==> config.mk <==
export PLATFORM = sky130hd
export DESIGN_NAME = coin_hit_judge
export DESIGN_NICKNAME = d
export VERILOG_FILES = /design/src/rtl/game_pkg.sv /design/src/rtl/btn_conditioner.sv /design/src/rtl/coin_hit_judge.sv
export SDC_FILE = /design/constraint.sdc
export NUM_CORES = 1
export LEC_CHECK = 0
export CAP_MARGIN = 5
export CORE_MARGIN = 3
export CORE_UTILIZATION = 45
export DETAILED_ROUTE_END_ITERATION = 12
export GPL_TIMING_DRIVEN = 0
export MAX_ROUTING_LAYER = met4
export PLACE_DENSITY = 0.69
export REMOVE_ABC_BUFFERS = 1
export SLEW_MARGIN = 25
export SYNTH_ARGS = -nofsm -noshare
export SYNTH_HDL_FRONTEND = slang
export SYNTH_SLANG_ARGS = --single-unit
export TNS_END_PERCENT = 50
==> constraint.sdc <==
create_clock -name i_clk -period 6.1 [get_ports i_clk]
set_clock_uncertainty 0.2 [all_clocks]
set_input_delay 0.61 -clock i_clk [delete_from_list [all_inputs] [get_ports i_clk]]
set_output_delay 0.61 -clock i_clk [all_outputs]
set_load 0.03 [all_outputs]
==> src/rtl/game_pkg.sv <==
// Shared constants for the coin hit judge: frame FSM encodings, lane indices,
// default sizing and the saturating counter helpers.
package game_pkg;

    localparam int          LANES_DEFAULT     = 3;
    localparam logic [15:0] SCORE_MAX_DEFAULT = 16'd9999;
    localparam logic [15:0] DEBOUNCE_DEFAULT  = 16'd50000;
    localparam logic [7:0]  COMBO_MAX         = 8'd255;

    localparam logic [1:0]  LANE_LEFT   = 2'd0;
    localparam logic [1:0]  LANE_CENTER = 2'd1;
    localparam logic [1:0]  LANE_RIGHT  = 2'd2;

    typedef logic [1:0] frame_state_t;
    localparam frame_state_t ST_IDLE  = 2'd0;
    localparam frame_state_t ST_ACCUM = 2'd1;
    localparam frame_state_t ST_LATCH = 2'd2;

    function automatic logic [15:0] sat_inc16(input logic [15:0] value, input logic [15:0] limit);
        logic [15:0] result;
        if (value >= limit) begin
            result = limit;
        end else begin
            result = value + 16'd1;
        end
        return result;
    endfunction

    function automatic logic [7:0] sat_inc8(input logic [7:0] value);
        logic [7:0] result;
        if (value >= COMBO_MAX) begin
            result = COMBO_MAX;
        end else begin
            result = value + 8'd1;
        end
        return result;
    endfunction

endpackage

==> src/rtl/btn_conditioner.sv <==
// One player button: two-flop synchroniser, optional stability filter
// (COIN_JUDGE_DEBOUNCE_EN) and rising-edge press detection.
module btn_conditioner import game_pkg::*; #(
    parameter logic [15:0] DEBOUNCE_CYCLES = DEBOUNCE_DEFAULT
) (
    input  logic clk,
    input  logic rst_n,
    input  logic btn,
    output logic press
);

    logic sync1_r;
    logic sync2_r;
    logic level_s;
    logic prev_r;

    // Bring the asynchronous button into the clock domain
    always_ff @(posedge clk or negedge rst_n) begin
        if (!rst_n) begin
            sync1_r <= 1'b0;
            sync2_r <= 1'b0;
        end else begin
            sync1_r <= btn;
            sync2_r <= sync1_r;
        end
    end

`ifdef COIN_JUDGE_DEBOUNCE_EN
    logic        stable_r;
    logic [15:0] cnt_r;

    // A new level is accepted only after it has held for DEBOUNCE_CYCLES cycles
    always_ff @(posedge clk or negedge rst_n) begin
        if (!rst_n) begin
            stable_r <= 1'b0;
            cnt_r    <= 16'd0;
        end else if (sync2_r == stable_r) begin
            cnt_r <= 16'd0;
        end else if (cnt_r >= DEBOUNCE_CYCLES - 16'd1) begin
            stable_r <= sync2_r;
            cnt_r    <= 16'd0;
        end else begin
            cnt_r <= cnt_r + 16'd1;
        end
    end

    assign level_s = stable_r;
`else
    assign level_s = sync2_r;
`endif

    // Previous accepted level for edge detection
    always_ff @(posedge clk or negedge rst_n) begin
        if (!rst_n) begin
            prev_r <= 1'b0;
        end else begin
            prev_r <= level_s;
        end
    end

    assign press = level_s & ~prev_r;

endmodule

==> src/rtl/coin_hit_judge.sv <==
// Rhythm-game coin judge: per-frame hit accumulation, press serialisation and
// saturating score/combo. Build macro: COIN_JUDGE_DEBOUNCE_EN (button filter).
module coin_hit_judge import game_pkg::*; #(
    parameter int          LANES           = LANES_DEFAULT,
    parameter logic [15:0] DEBOUNCE_CYCLES = DEBOUNCE_DEFAULT,
    parameter logic [15:0] SCORE_MAX       = SCORE_MAX_DEFAULT
) (
    input  logic             i_clk,
    input  logic             i_rst_n,
    input  logic             i_v_sync,
    input  logic [LANES-1:0] i_sprite_hit,
    input  logic [LANES-1:0] i_btn,
    output logic [15:0]      o_score,
    output logic [7:0]       o_combo,
    output logic             o_judge_valid,
    output logic             o_judge_good,
    output logic [1:0]       o_judge_lane
);

    logic [LANES-1:0] press_s;
    logic             vs_prev_r;
    logic             vs_rise_s;
    frame_state_t     state_r;
    frame_state_t     state_next_s;
    logic             accept_s;
    logic [LANES-1:0] acc_r;
    logic [LANES-1:0] armed_r;
    logic [LANES-1:0] scored_r;
    logic [LANES-1:0] pend_r;
    logic [LANES-1:0] cand_s;
    logic [LANES-1:0] sel_onehot_s;
    logic [LANES-1:0] fall_s;
    logic [LANES-1:0] score_set_s;
    logic [1:0]       sel_lane_s;
    logic             sel_valid_s;
    logic             take_s;
    logic             good_s;
    logic [15:0]      score_r;
    logic [7:0]       combo_r;
    logic             judge_valid_r;
    logic             judge_good_r;
    logic [1:0]       judge_lane_r;

    for (genvar l = 0; l < LANES; l++) begin : g_lane
        btn_conditioner #(
            .DEBOUNCE_CYCLES(DEBOUNCE_CYCLES)
        ) u_cond (
            .clk  (i_clk),
            .rst_n(i_rst_n),
            .btn  (i_btn[l]),
            .press(press_s[l])
        );
    end

    // Frame boundary detection
    always_ff @(posedge i_clk or negedge i_rst_n) begin
        if (!i_rst_n) begin
            vs_prev_r <= 1'b0;
        end else begin
            vs_prev_r <= i_v_sync;
        end
    end

    assign vs_rise_s = i_v_sync & ~vs_prev_r;

    // Frame FSM next state
    always_comb begin
        state_next_s = state_r;
        case (state_r)
            ST_IDLE: begin
                if (vs_rise_s) begin
                    state_next_s = ST_ACCUM;
                end else begin
                    state_next_s = ST_IDLE;
                end
            end
            ST_ACCUM: begin
                if (vs_rise_s) begin
                    state_next_s = ST_LATCH;
                end else begin
                    state_next_s = ST_ACCUM;
                end
            end
            ST_LATCH: state_next_s = ST_ACCUM;
            default:  state_next_s = ST_IDLE;
        endcase
    end

    // Frame FSM state register
    always_ff @(posedge i_clk or negedge i_rst_n) begin
        if (!i_rst_n) begin
            state_r <= ST_IDLE;
        end else begin
            state_r <= state_next_s;
        end
    end

    assign accept_s = (state_r == ST_ACCUM) || (state_r == ST_LATCH);

    // Hit accumulation; armed_r is what the previous frame saw
    always_ff @(posedge i_clk or negedge i_rst_n) begin
        if (!i_rst_n) begin
            acc_r   <= '0;
            armed_r <= '0;
        end else if (vs_rise_s) begin
            armed_r <= acc_r;
            acc_r   <= '0;
        end else begin
            acc_r <= acc_r | i_sprite_hit;
        end
    end

    assign cand_s = pend_r | (press_s & {LANES{accept_s}});

    // Lowest candidate lane wins this cycle; the rest stay pending
    always_comb begin
        sel_valid_s  = 1'b0;
        sel_lane_s   = LANE_LEFT;
        sel_onehot_s = '0;
        take_s       = 1'b0;
        for (int l = 0; l < LANES; l++) begin
            take_s          = cand_s[l] & ~sel_valid_s;
            sel_lane_s      = take_s ? 2'(l) : sel_lane_s;
            sel_onehot_s[l] = take_s;
            sel_valid_s     = sel_valid_s | take_s;
        end
    end

    // Judged against pre-transfer armed_r, so a press coinciding with v_sync sees the old frame
    assign good_s      = |(sel_onehot_s & armed_r & ~scored_r);
    assign fall_s      = vs_rise_s ? (armed_r & ~acc_r) : '0;
    assign score_set_s = good_s ? sel_onehot_s : '0;

    // Pending presses and per-coin scored flags; a coin leaving the zone re-enables scoring
    always_ff @(posedge i_clk or negedge i_rst_n) begin
        if (!i_rst_n) begin
            pend_r   <= '0;
            scored_r <= '0;
        end else begin
            pend_r   <= cand_s & ~sel_onehot_s;
            scored_r <= (scored_r | score_set_s) & ~fall_s;
        end
    end

    // Judgment outputs and saturating score/combo
    always_ff @(posedge i_clk or negedge i_rst_n) begin
        if (!i_rst_n) begin
            score_r       <= 16'd0;
            combo_r       <= 8'd0;
            judge_valid_r <= 1'b0;
            judge_good_r  <= 1'b0;
            judge_lane_r  <= LANE_LEFT;
        end else begin
            judge_valid_r <= sel_valid_s;
            judge_good_r  <= sel_valid_s & good_s;
            judge_lane_r  <= sel_lane_s;
            if (sel_valid_s && good_s) begin
                score_r <= sat_inc16(score_r, SCORE_MAX);
                combo_r <= sat_inc8(combo_r);
            end else if (sel_valid_s) begin
                combo_r <= 8'd0;
            end else begin
                combo_r <= combo_r;
            end
        end
    end

    assign o_score       = score_r;
    assign o_combo       = combo_r;
    assign o_judge_valid = judge_valid_r;
    assign o_judge_good  = judge_good_r;
    assign o_judge_lane  = judge_lane_r;

endmodule

* Word-level counts from Yosys, hierarchy flattened
Cells that the tools add are included.
** Cells by class
- Bitwise logic cells :: 28
- Equal/unequal tests :: 2
- Magnitude comparators :: 2
- Reduce and logical (&&, ||, !) cells :: 5
- Add/subtract/negate cells :: 2
- Multiplexer cells :: 12
** Operators by type and width (number)
- 8-bit 2-to-1 mux :: 3
- 3-bit bitwise AND :: 6
- 16-bit by 1-bit adder with 16-bit output, second input constant :: 1
- 16-bit by 14-bit >= comparator with 1-bit output, second input constant :: 1
- 16-bit 2-to-1 mux :: 1
- 3-bit NOT :: 4
- 3-bit 2-to-1 mux :: 3
- 3-bit bitwise OR :: 3
- 8-bit by 1-bit adder with 8-bit output, second input constant :: 1
- 8-bit >= comparator, second input constant :: 1
- 1-bit bitwise AND :: 7
- 1-bit NOT :: 6
- 2-bit one-hot mux with 3 select lines :: 1
- 2-bit 2-to-1 mux :: 2
- 3-bit OR reduction :: 1
- 2-bit by 1-bit equality test with 1-bit output, second input constant :: 1
- 2-bit equality test, second input constant :: 1
- 2-bit logical NOT :: 1
- 1-bit 2-to-1 mux :: 2
- 1-bit bitwise OR :: 2
- 2-bit nonzero test :: 1
- 1-bit logical AND :: 1
- 1-bit logical OR :: 1
** Storage, ports and cells
- Output and inout port bits :: 28
- Logic and storage cells :: 71
- Input bits :: 9
- Register bits after elaboration :: 52

* Logic depth before layout (Yosys ltp)
- Depth in word-level cells :: 15
- Depth in mapped cells :: 8
- Depth with buffers taken out :: 8

* Hierarchy
From an unflattened synthesis, not the netlist that was laid out.
** Unflattened totals
- Cells, all modules :: 233
- Area, all modules :: 2478.6 sq um
** By module, submodules not included
- coin_hit_judge :: area an instance 2212.1 sq um, times used 1, sequential area each 1051.0 sq um, cells each 221
- btn_conditioner :: area an instance 88.8 sq um, times used 3, sequential area each 75.1 sq um, cells each 4

* Worst setup path before layout
Ideal clock, no wire load.
- Path type :: reg2reg
- Start point :: register state_r[0]
- End point :: register score_r[4] (netlist: o_score[4])
- Path slack :: 3.563 ns
- Arrival :: 2.216 ns
- Stages on the path, launching flop included :: 8
- Path buffers :: 0
- Cells stage by stage :: dfrtp_1 inv_1 ha_1 and3b_1 or4b_4 o221a_4 a211o_1 a22o_1
** Between the ends
- Cells in the longest elaborated chain, start to end :: 13
- Elaborated cells between the ends (all ways) :: 15
- Those cells by class :: eq/ne (2); bitwise (10); reduce/logical (3)
** RTL lines
- start, declared :: line coin_hit_judge.sv:23 : frame_state_t state_r;
- start signal, assigned :: line coin_hit_judge.sv:94 : state_r <= state_next_s;
- 2-bit by 1-bit equality test with 1-bit output or 2-bit equality test (tied branches) :: line coin_hit_judge.sv:98 : assign accept_s = (state_r == ST_ACCUM) || (state_r == ST_LATCH);
- 1-bit logical OR * :: line coin_hit_judge.sv:98
- 3-bit bitwise AND * :: line coin_hit_judge.sv:113 : assign cand_s = pend_r | (press_s & {LANES{accept_s}});
- 3-bit bitwise OR * :: line coin_hit_judge.sv:113
- 1-bit NOT :: line coin_hit_judge.sv:122 : take_s = cand_s[l] & ~sel_valid_s;
- 1-bit bitwise AND :: line coin_hit_judge.sv:122
- 1-bit bitwise OR :: line coin_hit_judge.sv:125 : sel_valid_s = sel_valid_s | take_s;
- 1-bit NOT :: line coin_hit_judge.sv:122
- 1-bit bitwise AND :: line coin_hit_judge.sv:122
- 3-bit bitwise AND (2 in series) :: line coin_hit_judge.sv:130 : assign good_s = |(sel_onehot_s & armed_r & ~scored_r);
- 3-bit OR reduction :: line coin_hit_judge.sv:130
- 1-bit logical AND * :: line coin_hit_judge.sv:157 : if (sel_valid_s && good_s) begin
- end signal, assigned :: line coin_hit_judge.sv:158 : score_r <= sat_inc16(score_r, SCORE_MAX);
- end, declared :: line coin_hit_judge.sv:38 : logic [15:0] score_r;
Every way passes the cells marked *; elsewhere a longest branch is shown, timed or not.
A chain may end at the register's enable or synchronous reset.

* Worst setup path after layout
- Start point :: register state_r[0]
- End point :: register score_r[2] (netlist: o_score[2])
Same word-level chain as after synthesis.

==> results.md <==
- Run status: finished, final reports clean
- Maximum vdd drop: 154.2 uV
- RSZ-0062 raised after global routing: false
- Hold/Removal Path Class: input pin to async pin
- Setup Viol. Count Final: 0
- Final Max Tran Viols: 0
- Tot GR Track Use: 17.68%
- Worst slew margin: 45.07%
- Place WS: 3.231 ns
- # nets final: 281
- Util after Layout: 59.41%
- Post-synthesis register bit count: 51
- Syn Area/Cell: 10.37 um^2
- Yosys top cell area share: 54.20%
- CORE AREA: 4880 um^2
- Final setup margin: 3.184 ns
- Layout cell share with drive strength beyond 1: 6.742%
- Antenna viol nets, final: 0
- Least-Margin Pin Slew: 0.8223 ns
- Vias: 1,820
- Tcrit/Tclk final: 47.80%
- Synth area leaders: dfrtp_1, nor2_1, ha_1
- Port bufs: 36
- Post-synthesis sequential area ratio: 54.20%
- I/O pins: 37
- Startpoint types: flop
- Detailed Routing Iterations Pass 1: 4
- Setup Total Neg Slack: 0 ns
- Achievable frequency: 342.9 MHz
- Prevailing post-synth register cell: dfrtp_1
- DP Area: 2781 um^2
- Setup CP Type: flop to flop
- Reg clk slew, reported paths: 0.09 ns
- Final Hold Vio Count: 0
- Via density: 5.449
- Die area: 6137 um^2
- Depth of the CTS H-tree: 2
- Global-route wire length before repair: 8.369 mm
- CTS max path bufs: 2
- Tmin final: 2.916 ns
- Placed cell count: 326
- N_diodes: 0
- Hold buffers post-CTS: 0
- Grt ovf: 0
- EDFF count, synth: 0
- R2R cell count: 7
- Final HPWL DP: 3.221 mm
- Initial antenna violation count: 0
- Count leader, synth: dfrtp_1
- Row count: 25
- Post-CTS Setup Repair Bufs: 0
- Dominant cell type by area after synthesis: dfrtp_1
- R2R Setup Slk: 3.18 ns
- P per Cell Area: 366.6 nW/um^2
- Die X: 78.34 um
- Starting Density: 48.26%
- Crit. End Element: flop
- Async SR Flop Fraction: 100.0%
- Unique cell type count in the Yosys netlist: 44
- Die height: 78.34 um
- Maxcap violations: 0
- Worst Path Required: 6.09 ns
- Synthesized area: 2355 um^2
- Non-Filler Instances: 334
- Num CTS Buffers: 5
- P_leak: 1.230 nW
- Clock insertion delay at the later pin of the skew report: 0.30 ns
- Worst Path Max Fanout: 18
- Sink Count: 51
- Wirelength, routed: 4.569 mm
- Vias in the first global route: 1,725
- Ys Warns: 0
- Area grow syn2layout: 23.11%
- Most instantiated cells after synthesis: dfrtp_1, nor2_1, inv_1
- DR DRC count: 0
- Cells after Synth: 227
- WL per Instance: 13.68 um
- Data arrival time of the worst path: 2.90 ns
- GPL Wtd Cong: 0.8932
- Post-cts gate resize count: 0
- Initial DRC Count: 168
- Largest net degree at the start of global routing: 52
- CTS tree: done
- Clock Tree Root: clkbuf_8
- Fin area: 2899 um^2
final cells by class:
| class | count | area [um^2] |
|---|---|---|
| fillers | 427 | 1981 |
| well taps | 67 | 83.83 |
| flip-flops and latches | 51 | 1276 |
| repair buffers | 36 | 357.8 |
| clock inverters | 2 | 35.03 |
| inverters | 17 | 63.81 |
| multi-input cells | 155 | 999.7 |
| clock buffers | 6 | 82.58 |
per-stage QoR:
| stage | hold WS (ns) | total power (W) |
|---|---|---|
| floorplan | 0.1144 | 0.0006938 |
| global route | 0.1618 | 0.001135 |
| finish | 0.1245 | 0.001063 |
| global placement | 0.1313 | 0.0008263 |
| detailed placement | 0.1358 | 0.0008330 |
| CTS | 0.1340 | 0.001078 |
path summary, 6_finish.rpt:
path	start	endpoint
max in group asynchronous	i_rst_n	o_score[4]
worst min register to register	g_lane[0].u_cond.sync1_r	g_lane[0].u_cond.level_s
worst min-delay path	i_rst_n	o_score[11]
worst max-delay path	state_r[0]	o_score[2]
worst max register to register	state_r[0]	o_score[2]
min in group i_clk	g_lane[0].u_cond.sync1_r	g_lane[0].u_cond.level_s
power breakdown:
part / internal, W / leakage, nW / switching, W / total (W)
clock network: 0.000133 / 0.0612 / 0.000105 / 0.000237
registers: 0.000396 / 0.648 / 0.0000541 / 0.000450
logic: 0.000146 / 0.521 / 0.000230 / 0.000376
routing by layer:
layer | GRT usage, % | vias to the layer above | wire length, um
li1 | - | 902 | -
met1 | 24.09 | 867 | 2235
met2 | 25.77 | 46 | 2027
met3 | 3.899 | 5 | 230
met4 | 7.168 | 0 | 75
met5 | - | - | 0
state kept, by name, summed over array words and instances, names as in the netlist:
name	cells
o_judge_good	1
o_score	16
g_lane.u_cond.level_s	3
g_lane.u_cond.sync1_r	3
o_judge_lane	2
acc_r	3
scored_r	3
armed_r	3
o_judge_valid	1
vs_prev_r	1
g_lane.u_cond.prev_r	3
o_combo	8
pend_r	2
state_r	2
layout by cell type (no fill, tap or decap), types with 5 or more instances in the layout:
master,count
nor2b_1,5
inv_1,17
ha_1,6
o211ai_1,7
a31oi_1,7
a22o_1,5
clkbuf_8,6
a21oi_1,12
clkdlybuf4s50_1,35
nor3_1,7
nor4_1,5
dfrtp_1,51
nand3_1,10
nand2_1,16
o21ai_0,6
nor2_1,24
kinds of logic after synthesis:
group / Yosys count / share of synthesized area (%)
and+or+nand+nor: 87 / 19.13
adders and majority gates: 6 / 3.188
DFF: 51 / 54.20
buffers and inverters: 21 / 3.507
AOI/OAI and AO/OA: 60 / 19.02
muxes: 2 / 0.9564
worst max-delay path: stages (launching register included):
cell      delay (ns)
dfrtp_1         0.39
inv_1           0.07
ha_1            0.35
and3b_1         0.22
or4b_4          0.51
o221ai_4        0.46
nand3_1         0.31
o22a_1          0.29
(Power assumes the default switching activity.)
